--- src/rtl/id_ex_reg_pkg.sv ---
// Shared decode/execute definitions: control-bundle field positions and the ID/EX data payload.
package id_ex_reg_pkg;

  localparam int unsigned XLEN       = 32;
  localparam int unsigned REG_W      = 5;
  localparam int unsigned CTRL_W_DEF = 12;

  // Control-bundle bit positions agreed between decode and execute
  localparam int unsigned CTRL_REG_WRITE  = 0;
  localparam int unsigned CTRL_MEM_READ   = 1;
  localparam int unsigned CTRL_MEM_WRITE  = 2;
  localparam int unsigned CTRL_MEM_TO_REG = 3;
  localparam int unsigned CTRL_ALU_SRC    = 4;
  localparam int unsigned CTRL_REG_DST    = 5;
  localparam int unsigned CTRL_BRANCH     = 6;
  localparam int unsigned CTRL_JUMP       = 7;
  localparam int unsigned CTRL_ALU_OP_LSB = 8;
  localparam int unsigned CTRL_ALU_OP_W   = 4;

  typedef struct packed {
    logic [XLEN-1:0]  pc;
    logic [XLEN-1:0]  rs_data;
    logic [XLEN-1:0]  rt_data;
    logic [XLEN-1:0]  imm32;
    logic [REG_W-1:0] rs;
    logic [REG_W-1:0] rt;
    logic [REG_W-1:0] rd;
  } idex_data_t;

endpackage

--- src/rtl/id_ex_reg_load_use.sv ---
// Load-use hazard comparator: a load in EX whose destination feeds the instruction in ID.
module load_use_detect
  import id_ex_reg_pkg::*;
(
  input  logic             ex_valid_i,
  input  logic             ex_mem_read_i,
  input  logic [REG_W-1:0] ex_rt_i,
  input  logic             id_valid_i,
  input  logic [REG_W-1:0] id_rs_i,
  input  logic [REG_W-1:0] id_rt_i,
  input  logic             id_uses_rt_i,
  output logic             hazard_o
);

  logic rs_match;
  logic rt_match;

  // $0 is hard-wired, so a load targeting it never creates a dependency
  assign rs_match = (ex_rt_i == id_rs_i);
  assign rt_match = id_uses_rt_i & (ex_rt_i == id_rt_i);
  assign hazard_o = ex_valid_i & ex_mem_read_i & (ex_rt_i != '0) & id_valid_i
                  & (rs_match | rt_match);

endmodule

--- src/rtl/id_ex_reg.sv ---
// ID/EX pipeline register with flush, execute back-pressure and optional load-use bubble insertion.
// Optional feature: define ID_EX_LOAD_USE_DETECT_EN to enable hazard detection and bubble_cnt.
module id_ex_reg
  import id_ex_reg_pkg::*;
#(
  parameter int unsigned CTRL_W = CTRL_W_DEF,
  parameter int unsigned CNT_W  = 16
) (
  input  logic              clk,
  input  logic              rst,
  input  logic              id_valid,
  input  logic [XLEN-1:0]   id_pc,
  input  logic [XLEN-1:0]   id_rs_data,
  input  logic [XLEN-1:0]   id_rt_data,
  input  logic [XLEN-1:0]   id_imm32,
  input  logic [REG_W-1:0]  id_rs,
  input  logic [REG_W-1:0]  id_rt,
  input  logic [REG_W-1:0]  id_rd,
  input  logic              id_uses_rt,
  input  logic [CTRL_W-1:0] id_ctrl,
  input  logic              flush,
  input  logic              ex_stall,
  output logic              ex_valid,
  output logic [XLEN-1:0]   ex_pc,
  output logic [XLEN-1:0]   ex_rs_data,
  output logic [XLEN-1:0]   ex_rt_data,
  output logic [XLEN-1:0]   ex_imm32,
  output logic [REG_W-1:0]  ex_rs,
  output logic [REG_W-1:0]  ex_rt,
  output logic [REG_W-1:0]  ex_rd,
  output logic [CTRL_W-1:0] ex_ctrl,
  output logic              id_stall,
  output logic [CNT_W-1:0]  bubble_cnt
);

  idex_data_t        data_q, data_d;
  logic              valid_q, valid_d;
  logic [CTRL_W-1:0] ctrl_q, ctrl_d;
  logic              hazard;

`ifdef ID_EX_LOAD_USE_DETECT_EN
  logic [CNT_W-1:0] cnt_q, cnt_d;

  load_use_detect u_load_use_detect (
    .ex_valid_i    (valid_q),
    .ex_mem_read_i (ctrl_q[CTRL_MEM_READ]),
    .ex_rt_i       (data_q.rt),
    .id_valid_i    (id_valid),
    .id_rs_i       (id_rs),
    .id_rt_i       (id_rt),
    .id_uses_rt_i  (id_uses_rt),
    .hazard_o      (hazard)
  );

  // Bubble counter saturates rather than wrapping
  always_comb begin
    cnt_d = cnt_q;
    if (hazard && !flush && !ex_stall && (cnt_q != '1)) begin
      cnt_d = cnt_q + CNT_W'(1);
    end
  end

  always_ff @(posedge clk or posedge rst) begin
    if (rst) begin
      cnt_q <= '0;
    end else begin
      cnt_q <= cnt_d;
    end
  end

  assign bubble_cnt = cnt_q;
`else
  logic unused_id_uses_rt;

  assign unused_id_uses_rt = id_uses_rt;
  assign hazard            = 1'b0;
  assign bubble_cnt        = '0;
`endif

  // Priority: flush > ex_stall > hazard bubble > load; data fields hold when squashed
  always_comb begin
    valid_d = valid_q;
    ctrl_d  = ctrl_q;
    data_d  = data_q;
    if (flush) begin
      valid_d = 1'b0;
      ctrl_d  = '0;
    end else if (!ex_stall) begin
      if (hazard) begin
        valid_d = 1'b0;
        ctrl_d  = '0;
      end else begin
        valid_d        = id_valid;
        ctrl_d         = id_valid ? id_ctrl : '0;
        data_d.pc      = id_pc;
        data_d.rs_data = id_rs_data;
        data_d.rt_data = id_rt_data;
        data_d.imm32   = id_imm32;
        data_d.rs      = id_rs;
        data_d.rt      = id_rt;
        data_d.rd      = id_rd;
      end
    end
  end

  always_ff @(posedge clk or posedge rst) begin
    if (rst) begin
      valid_q <= 1'b0;
      ctrl_q  <= '0;
      data_q  <= '0;
    end else begin
      valid_q <= valid_d;
      ctrl_q  <= ctrl_d;
      data_q  <= data_d;
    end
  end

  assign id_stall   = ex_stall | (hazard & ~flush);
  assign ex_valid   = valid_q;
  assign ex_ctrl    = ctrl_q;
  assign ex_pc      = data_q.pc;
  assign ex_rs_data = data_q.rs_data;
  assign ex_rt_data = data_q.rt_data;
  assign ex_imm32   = data_q.imm32;
  assign ex_rs      = data_q.rs;
  assign ex_rt      = data_q.rt;
  assign ex_rd      = data_q.rd;

endmodule

--- config.mk ---
export PLATFORM = sky130hd
export DESIGN_NAME = id_ex_reg
export DESIGN_NICKNAME = d
export VERILOG_FILES = /design/src/rtl/id_ex_reg_pkg.sv /design/src/rtl/id_ex_reg_load_use.sv /design/src/rtl/id_ex_reg.sv
export SDC_FILE = /design/constraint.sdc
export NUM_CORES = 1
export LEC_CHECK = 0
export ABC_AREA = 1
export ABC_CLOCK_PERIOD_IN_PS = 7700
export CAP_MARGIN = 40
export CORE_ASPECT_RATIO = 1.4
export CORE_MARGIN = 5
export CORE_UTILIZATION = 38
export DETAILED_ROUTE_END_ITERATION = 6
export GPL_ROUTABILITY_DRIVEN = 0
export PLACE_DENSITY = 0.78
export SYNTH_ARGS = -nofsm -noshare
export SYNTH_HDL_FRONTEND = slang
export SYNTH_SLANG_ARGS = --single-unit
--- constraint.sdc ---
create_clock -name clk -period 7.7 [get_ports clk]
set_clock_uncertainty 0.2 [all_clocks]
set_input_delay 1.54 -clock clk [delete_from_list [all_inputs] [get_ports clk]]
set_output_delay 1.54 -clock clk [all_outputs]
set_load 0.01 [all_outputs]
# After elaboration in Yosys (flattened, before gate mapping)
# Index checks and enable logic that the tools add are counted.
# classes
n_addsub,0
multipliers,0
div_mod_pow,0
n_lt_le_gt_ge,0
eq_ne,1
shifts,0
n_mux,5
bitwise_logic,2
reduce_logical,1
# ops
cell,n
$mux W12,3
$mux W1,2
$ne A2 B2 Y1 const B,1
$not A1 Y1,2
$reduce_and A2 Y1,1
# word_totals
ff_bits,156
latch_bits,0
ramBits,0
rom_bits,0
inputBits,161
out_inout_bits,173
elab_cells,18
mem_count,0

# Logic depth before layout (Yosys ltp)
# Gate-level depths: netlist of run 1.
# depth
ltp_word,3
ltp_mapped,7
mapped_depth_nobuf,4

# Worst setup path before layout of run 1
# OpenSTA, ideal clock, no wires.
# synth_path
path_type,input port to output port
startpoint,input port ex_stall
endpoint,output port id_stall
t_arrival_ps,1659
setup_slack_ps,4301
path_stages,1
path_cell_list,buf_4
# synth_lines
element,line_no,text
from (decl),id_ex_reg.sv:22,"input logic ex_stall,"
to (decl),id_ex_reg.sv:32,"output logic id_stall,"
# No word-level cell between the ends.

# Worst setup path after layout of run 1
# layout_path
startpoint,input port ex_stall
endpoint,output port id_stall
# No word-level cell between the ends.

==> results.md, run 1 <==
- Status: complete, no violations
- Crit Path Class: in -> out
- Clock share of power: 38.6%
- Final hold slack: 0.278 ns
- Share of cells above drive strength 1: under 10%
- TritonCTS clock tree: done
- CP max-delay cell: clkdlybuf4s50_1
- Area delta synth->final: 59.3%
- Mapped Cells: roughly 700
- Initial Utilization: approximately two fifths
- Worst vdd ir: between 150 and 200 µV
- Distinct cells, synth: 12
- P_leak: between 4 and 5 nW
- Syn. warnings: 0
- WL per Instance: 16.1 µm
- Internal power: around 1.8 mW
- Die area: 19400 µm²
- Final setup vio count: 0
- DRC violation total after the first TritonRoute iteration: between 400 and 500
- Antenna fix cells: 0
- Post-CTS Setup Bufs: 0
- Antenna violations before repair: 1
- Largest net degree at the start of global routing: ~120
- Maximum clock frequency: between 200 and 250 MHz
- Clk slew on worst S/H paths: about 0.060 ns
- Comb power frac: about a fifth
- Relative slew slack: between 50% and 60%
- Crit path max fanout: between 60 and 70
- Clk sinks: around 160
- Most frequent cells in the layout: 314 x clkdlybuf4s50_1, 313 x nand2_1, 156 x dfrtp_1
- Least-Margin Pin Slew: around 0.74 ns
- Die X: approximately 120 µm
- Max Cap Violations: 0
- Pwr Density: 234 nW/µm²
- Most common cell after layout, fill and taps aside: clkdlybuf4s50_1
- Detail Route Antenna Nets: 0
- Placed Area: 9460 µm²
- Synth Area per Inst: between 9 and 10 µm²
- Fin. max-slew vios: 0
- Clk Latency, worst-skew pair: just over 0.4 ns
- Via count: 5732
- Total track usage: between 15 and 20%
- Number of global-route vias before repair: around 5500
- Sw Ratio: between 20% and 30%
- Family with the most delay on the worst path: buffers and inverters
- Total global routing overflow: 0
- Layout net count: 1147
- Worst setup EP type: output port
- Worst-case clock buffer depth: 2
- Hold Vio Cnt, Final: 0
- Fin crit period: roughly 4.4 ns
- I/O pins: about 330
- Pre-Repair DR Iteration Count: 4
- CP arrival: roughly 2.7 ns
- CP required: 5.96 ns
- Hold buffer count at cts: 0
- Final instance area: 10100 µm²
- Yosys reg bits: 156
- Cts bufs inserted: 17
- Core Footprint: 16600 µm²
- Sequential power share: roughly two fifths
- Root buf cell: clkbuf_16
- Crit-path cells: buf_4, clkdlybuf4s50_1
- Global-route wire length before repair: roughly 30000 µm
- # rows: 56
- Residual DRC count: 0
- Buffers and inverters on the worst path: 2
- Setup TNS: 0 ns
- Startpoint Class: input pin
- Cell Area, Synth: 6340 µm²
- Final Cycle Share: 57.6%
- Htree depth: 4
- HPWL after DPL: around 13000 µm
- Seq/Total Area, Yosys: between 60% and 70%
- Max incr delay on CP: approximately 0.67 ns
- Final WL: 19300 µm
- Psw: slightly above 0.6 mW
- Post_cts resized: 0
- Die Y: between 150 and 200 µm
- Via density per instance: 4.77
- RSZ-0062 raised after global routing: false
- Hold crit path type: reg -> reg
- I/O Buffers: 316
[logic make-up (layout without fill, tap and decap cells)]
logic type	Yosys count	after routing	share of synthesized area, %
and+or+nand+nor	327	327	19.7
AOI/OAI and AO/OA	143	143	11.3
DFF	156	156	61.6
buffers and inverters	70	356	7.34
other	1	16	0.0592
[power by group through the flow]
stage | clock (mW) | sequential, mW | combinational (mW)
after CTS | 0.930 | 0.960 | 0.496
after global routing | 0.966 | 0.972 | 0.529
after detailed placement | 0 | 0.975 | 0.494
after global placement | 0 | 0.970 | 0.486
after floorplan | 0 | 1.02 | 0.134
final | 0.909 | 0.960 | 0.489
[path summary, 6_finish.rpt]
path | cells after the start | to | from | slack [ns]
worst max-delay path | 2 | id_stall | ex_stall | 3.26
worst min-delay path | 2 | ex_ctrl[10] | ex_ctrl[10] | 0.28
worst max register to register | 2 | ex_rs_data[2] | ex_rs_data[2] | 6.82
worst min register to register | 2 | ex_ctrl[10] | ex_ctrl[10] | 0.28
max in group asynchronous | 4 | ex_pc[31] | rst | 4.68
min in group asynchronous | 2 | ex_imm32[17] | rst | 1.40
[cell usage after synthesis (all sizes together)]
cell	count	area (µm²)
buf	39	349
clkbuf	29	109
conb	1	3.75
dfrtp	156	3900
inv	2	7.51
nand2	313	1170
nand3	12	60.1
nor2	2	15.0
o21ai	143	716
[stage by stage]
step | std cells | worst slack [ns] | utilization, % | total power, mW
2_1_floorplan | 712 | 1.75 | - | 1.16
3_3_place_gp | 1167 | 3.23 | 56.6 | 1.46
3_5_place_dp | 1170 | 3.25 | 57.0 | 1.47
4_1_cts | 1201 | 3.24 | 60.8 | 2.39
5_1_grt | 1201 | 3.21 | 60.8 | 2.47
6_report | 1201 | 3.26 | 60.8 | 2.36
[worst reg2reg max path: cells and delay by family (launching register included)]
| family | cells | cell delay, ns |
|---|---|---|
| DFF | 1 | 0.39 |
| AOI/OAI and AO/OA | 1 | 0.08 |
| and+or+nand+nor | 1 | 0.08 |
[per-layer routing]
metal  share of wire, %  track usage (%)  up-vias
met5              0.067                0        -
met3                8.9             7.09       30
met1                 39             23.0     2685
li1                   -                -     2770
met4                2.5             6.69        2
met2                 50             32.1      245
[area by class of cell]
type	instances	area, µm²
fillers	1401	6510
repair buffers	323	3260
flip-flops and latches	156	3900
inverters	2	12.5
clock inverters	12	185
well taps	203	254
clock buffers	19	453
multi-input cells	486	2030
[sequential cells by signal, indices dropped and copies added (netlist names)]
register    count
ex_valid        1
ex_imm32       32
ex_rt           5
ex_pc          32
ex_rs_data     32
ex_rt_data     32
ex_ctrl        12
ex_rd           5
ex_rs           5
Power figures use the tool's default switching activity.
==> run 2: changes to the inputs <==
--- a/config.mk
+++ b/config.mk
@@ -6,14 +6,14 @@
 export NUM_CORES = 1
 export LEC_CHECK = 0
 export ABC_AREA = 1
-export ABC_CLOCK_PERIOD_IN_PS = 7700
+export ABC_CLOCK_PERIOD_IN_PS = 4000
 export CAP_MARGIN = 40
 export CORE_ASPECT_RATIO = 1.4
 export CORE_MARGIN = 5
-export CORE_UTILIZATION = 38
+export CORE_UTILIZATION = 36
 export DETAILED_ROUTE_END_ITERATION = 6
 export GPL_ROUTABILITY_DRIVEN = 0
-export PLACE_DENSITY = 0.78
+export PLACE_DENSITY = 0.77
 export SYNTH_ARGS = -nofsm -noshare
 export SYNTH_HDL_FRONTEND = slang
 export SYNTH_SLANG_ARGS = --single-unit
==> constraint.sdc (replaced) <==
create_clock -name clk -period 4 [get_ports clk]
set_clock_uncertainty 0.2 [all_clocks]
set_input_delay 0.8 -clock clk [delete_from_list [all_inputs] [get_ports clk]]
set_output_delay 0.8 -clock clk [all_outputs]
set_load 0.01 [all_outputs]
==> results.md, run 2 (synthesized netlist as in run 1, its figures left out) <==
- Status: complete, no violations
- Worst-case clock buffer depth: 2 (unchanged)
- Total track usage: 19.0% (-0.32 points)
- Largest net degree at the start of global routing: 83 (-30%)
- Via count: 5720 (-0.21%)
- Relative slew slack: 41.9% (-8.8 points)
- Startpoint Class: input pin
- Clk slew on worst S/H paths: 0.07 ns (about the same)
- Most frequent cells in the layout: 314 x clkdlybuf4s50_1, 313 x nand2_1, 156 x dfrtp_1
- Max Cap Violations: 0 (unchanged)
- Residual DRC count: 0 (unchanged)
- Final Cycle Share: 75.5%
- Crit Path Class: in -> out
- Worst vdd ir: 255 µV (+41%)
- Total power: 4.31 mW (+83%)
- Grt peak-use layer: met2
- Finished Layout Cells: 1236 (+2.9%)
- Antenna violations before repair: 0 (-1)
- Number of global-route vias before repair: 5589 (+1.5%)
- DRC violation total after the first TritonRoute iteration: 350 (-19%)
- Die area: 20400 µm² (+5.1%)
- Pre-CTS WS: 0.970 ns (-2.28 ns)
- Antenna fix cells: 0 (unchanged)
- Fillers: 1527 (+9.0%)
- Global-route wire length before repair: 30300 µm (+1.6%)
- WL per Instance: 15.9 µm (-1.2%)
- Final setup vio count: 0 (unchanged)
- Post-CTS Setup Bufs: 0 (unchanged)
- Fin. max-slew vios: 0 (unchanged)
- CP required: 3.00 ns (-2.96 ns)
- RSZ-0062 raised after global routing: false
- Total global routing overflow: 0 (unchanged)
- Crit-path cells: buf_4, clkdlybuf4s50_1
- Met2 usage: 31.5% (-0.59 points)
- Clk sinks: 156 (unchanged)
- I/O pins: 334 (unchanged)
- Pre-Repair DR Iteration Count: 5 (+1)
- Die Y: 167 µm (+2.6%)
- Core Footprint: 17300 µm² (+4.4%)
- CP arrival: 2.02 ns (-0.68 ns)
- P_leak: 4.66 nW (-1.1%)
- Htree depth: 4 (unchanged)
- Detail Route Antenna Nets: 0 (unchanged)
- Maximum clock frequency: about 330 MHz
- TritonCTS clock tree: done
- Hold crit path type: reg -> reg
- Initial Utilization: 36.6% (-1.6 points)
- GR Layer Usage met1: 22.5% (-0.51 points)
- Via density per instance: 4.63 (-3.0%)
- Final WL: 19600 µm (+1.7%)
- R2R cell count: 2 (unchanged)
- Most common cell after layout, fill and taps aside: clkdlybuf4s50_1
- Hold Vio Cnt, Final: 0 (unchanged)
- Setup TNS: 0 ns (unchanged)
- Least-Margin Pin Slew: 0.871 ns (+0.132 ns)
- Family with the most delay on the worst path: buffers and inverters
- I/O Buffers: 316 (unchanged)
- # rows: 57 (+1.8%)
- Pwr Density: 430 nW/µm² (+84%)
- Fin crit period: slightly above 3 ns
- Crit path max fanout: 75 (+12%)
- HPWL after DPL: 13600 µm (+2.5%)
- Placed Area: 9470 µm² (about the same)
- Worst setup EP type: output port
- Final hold slack: 0.269 ns (-0.00867 ns)
- CP max-delay cell: clkdlybuf4s50_1
- Die X: 122 µm (+2.5%)
- Routing usage on met3: 6.21% (-0.88 points)
- Share of cells above drive strength 1: 4.40% (+0.19 points)
- Critical path depth: 2 (unchanged)
- Buffers and inverters on the worst path: 2 (unchanged)
- Root buf cell: clkbuf_16
- Fin util: 57.9% (-3.0 points)
- Max incr delay on CP: 0.67 ns (about the same)
- Hold buffer count at cts: 0 (unchanged)
- Final instance area: 10000 µm² (-0.71%)
- Hold path depth: 2 (unchanged)
- Fin worst setup slack: 0.980 ns (-2.28 ns)
- Layout net count: 1148 (+0.087%)
- Post_cts resized: 0 (unchanged)
- Cts bufs inserted: 17 (unchanged)
- Clk Latency, worst-skew pair: 0.41 ns (about the same)
- Placed cells: 1204 (+2.9%)
- Area delta synth->final: 58.2%
## run 2: changes by cell type in the layout (fill, tap and decap cells not counted)
cell,previous run,this run
buf_16,2,0
clkinvlp_4,3,4
inv_8,1,0
bufinv_16,4,0
buf_4,6,9
clkinv_4,0,5
## run 2: routing by layer
layer / share of wire [%] / wire length (µm)
met5: 0 / 0
met2: 49 / 9670
met3: 8.8 / 1730
met4: 3.2 / 625
met1: 39 / 7620
## run 2: final cells by class
type,count,area (µm²),share of cell area [%]
clock buffers,19,453,4.52
clock inverters,13,106,1.06
inverters,2,11.3,0.112
multi-input cells,486,2030,20.2
flip-flops and latches,156,3900,38.9
well taps,236,295,2.95
repair buffers,324,3230,32.2
## run 2: path summary, 6_finish.rpt
path,endpoint,slack (ns),from
setup / recovery,id_stall,0.98,ex_stall
hold reg to reg,ex_valid,0.27,ex_valid
max in group asynchronous,ex_rt_data[27],2.34,rst
hold / removal,ex_valid,0.27,ex_valid
setup reg to reg,ex_rt[3],3.13,ex_rt[3]
min in group asynchronous,ex_pc[14],0.51,rst
## run 2: power by group
group          switching (mW)  leakage, nW  internal (mW)
Sequential             0.0859         1.95           1.76
Clock                   0.688        0.267          0.839
Combinational           0.416         2.44          0.524
Total                    1.19         4.66           3.13
==> run 3: changes to the inputs <==
--- a/config.mk
+++ b/config.mk
@@ -6,7 +6,7 @@
 export NUM_CORES = 1
 export LEC_CHECK = 0
 export ABC_AREA = 1
-export ABC_CLOCK_PERIOD_IN_PS = 4000
+export ABC_CLOCK_PERIOD_IN_PS = 2600
 export CAP_MARGIN = 40
 export CORE_ASPECT_RATIO = 1.4
 export CORE_MARGIN = 5
==> constraint.sdc (replaced) <==
create_clock -name clk -period 2.6 [get_ports clk]
set_clock_uncertainty 0.2 [all_clocks]
set_input_delay 0.52 -clock clk [delete_from_list [all_inputs] [get_ports clk]]
set_output_delay 0.52 -clock clk [all_outputs]
set_load 0.01 [all_outputs]
==> results.md, run 3 (synthesized netlist as in run 1, its figures left out) <==
- Root buf cell: clkbuf_16
- Hold buffer count at cts: 0 (unchanged)
- WL per Instance: 16.0 µm (+0.96%)
- HPWL after DPL: 14000 µm (+2.6%)
- Post-CTS Setup Bufs: 0 (unchanged)
- I/O Buffers: 316 (unchanged)
- Via density per instance: 4.60 (-0.65%)
- Final Cycle Share: about four fifths
- Antenna violations before repair: 1 (+1)
- Worst vdd ir: 364 µV (+42%)
- Max incr delay on CP: 0.60 ns (-0.07 ns)
- Family with the most delay on the worst path: buffers and inverters
- Worst-case clock buffer depth: 2 (unchanged)
- Total track usage: 19.2% (+0.26 points)
- Die Y: 167 µm (unchanged)
- Crit Path Class: reg -> out
- Max Cap Violations: 0 (unchanged)
- Finished Layout Cells: 1240 (+0.32%)
- Number of global-route vias before repair: 5770 (+3.2%)
- Most common cell after layout, fill and taps aside: clkdlybuf4s50_1
- Relative slew slack: 57.4% (+15 points)
- Final WL: 19900 µm (+1.3%)
- Worst r2r src: ex_imm32[3]
- Total global routing overflow: 0 (unchanged)
- Fin crit period: 2.10 ns
- Setup TNS: 0 ns (unchanged)
- Largest net degree at the start of global routing: 146 (+76%)
- HP Start: ex_ctrl[6]
- CP max-delay cell: clkdlybuf4s50_1
- Startpoint Class: flop
- Most frequent cells in the layout: 314 x clkdlybuf4s50_1, 313 x nand2_1, 156 x dfrtp_1
- TritonCTS clock tree: done
- Clk slew on worst S/H paths: 0.06 ns (about the same)
- Hold path depth: 2 (unchanged)
- Maximum clock frequency: around 480 MHz
- Pre-Repair DR Iteration Count: 4 (-1)
- Cts bufs inserted: 17 (unchanged)
- Post_cts resized: 0 (unchanged)
- Via count: 5701 (-0.33%)
- Die X: 122 µm (unchanged)
- Worst setup EP type: output port
- Final setup vio count: 0 (unchanged)
- Fin. max-slew vios: 0 (unchanged)
- Global-route wire length before repair: 30800 µm (+1.6%)
- Die area: 20400 µm² (unchanged)
- P_leak: 4.74 nW (+1.8%)
- Layout net count: 1154 (+0.52%)
- Crit path max fanout: 2 (-97%)
- Placed cells: 1210 (+0.50%)
- CP arrival: 1.38 ns (-0.64 ns)
- Share of cells above drive strength 1: 4.68% (+0.28 points)
- Fin util: 58.8% (+1.0 points)
- Hold crit path type: reg -> reg
- RSZ-0062 raised after global routing: false
- R2R cell count: 2 (unchanged)
- Crit-path cells: clkdlybuf4s50_1
- Residual DRC count: 0 (unchanged)
- Hold Vio Cnt, Final: 0 (unchanged)
- Hold EP: ex_ctrl[6]
- Clk sinks: 156 (unchanged)
- Fillers: 1506 (-1.4%)
- Final hold slack: 0.277 ns (+0.00810 ns)
- Initial Utilization: 36.6% (unchanged)
- Final instance area: 10200 µm² (+1.7%)
- # rows: 57 (unchanged)
- Antenna fix cells: 0 (unchanged)
- Worst R2R Setup Slack: 1.72 ns (-1.41 ns)
- Least-Margin Pin Slew: 0.638 ns (-0.233 ns)
- Placed Area: 9610 µm² (+1.5%)
- Worst flop-to-flop path endpoint: ex_imm32[3]
- I/O pins: 334 (unchanged)
- Clk Latency, worst-skew pair: 0.41 ns (about the same)
- Htree depth: 4 (unchanged)
- DRC violation total after the first TritonRoute iteration: 413 (+18%)
- CP required: 1.88 ns (-1.12 ns)
- Core Footprint: 17300 µm² (unchanged)
- Detail Route Antenna Nets: 0 (unchanged)
- Status: complete, no violations
- Buffers and inverters on the worst path: 1 (-1)
- Area delta synth->final: 60.9%
- Pwr Density: 670 nW/µm² (+56%)
-- run 3: final cells by class --
type / count / area (µm²) / share of cell area [%]
clock buffers: 19 / 443 / 4.34
clock inverters: 11 / 144 / 1.41
inverters: 2 / 11.3 / 0.110
multi-input cells: 486 / 2030 / 19.9
flip-flops and latches: 156 / 3900 / 38.3
well taps: 236 / 295 / 2.90
repair buffers: 330 / 3380 / 33.1
-- run 3: through the flow --
step	power [mW]	setup WS [ns]
final	6.83	0.498
after global routing	7.16	0.424
after CTS	6.91	0.468
after detailed placement	4.38	0.528
after global placement	4.35	0.523
after floorplan	3.42	-0.0929
-- run 3: how the worst max path moves through the flow --
stage,from,end,slack (ns),depth (start not counted)
CTS,ex_ctrl[1],ex_ctrl[1],0.47,1
global route,ex_ctrl[1],ex_ctrl[1],0.42,1
finish,ex_ctrl[11],ex_ctrl[11],0.50,1
floorplan,rst,ex_ctrl[0],-0.09,1
detailed placement,flush,ex_imm32[19],0.53,4
global placement,flush,ex_imm32[29],0.52,4
-- run 3: report_power, final --
part	total [mW]	switching [mW]	internal [mW]
registers	2.85	0.133	2.71
clock network	2.51	0.988	1.53
logic	1.47	0.648	0.827
total	6.83	1.77	5.06
-- run 3: layer usage --
layer,GRT usage (%),part of all wire (%),wire [µm]
met1,22.0,39,7740
met2,32.4,49,9720
met3,7.33,9.4,1860
met4,7.21,2.8,552
met5,0,0.10,20
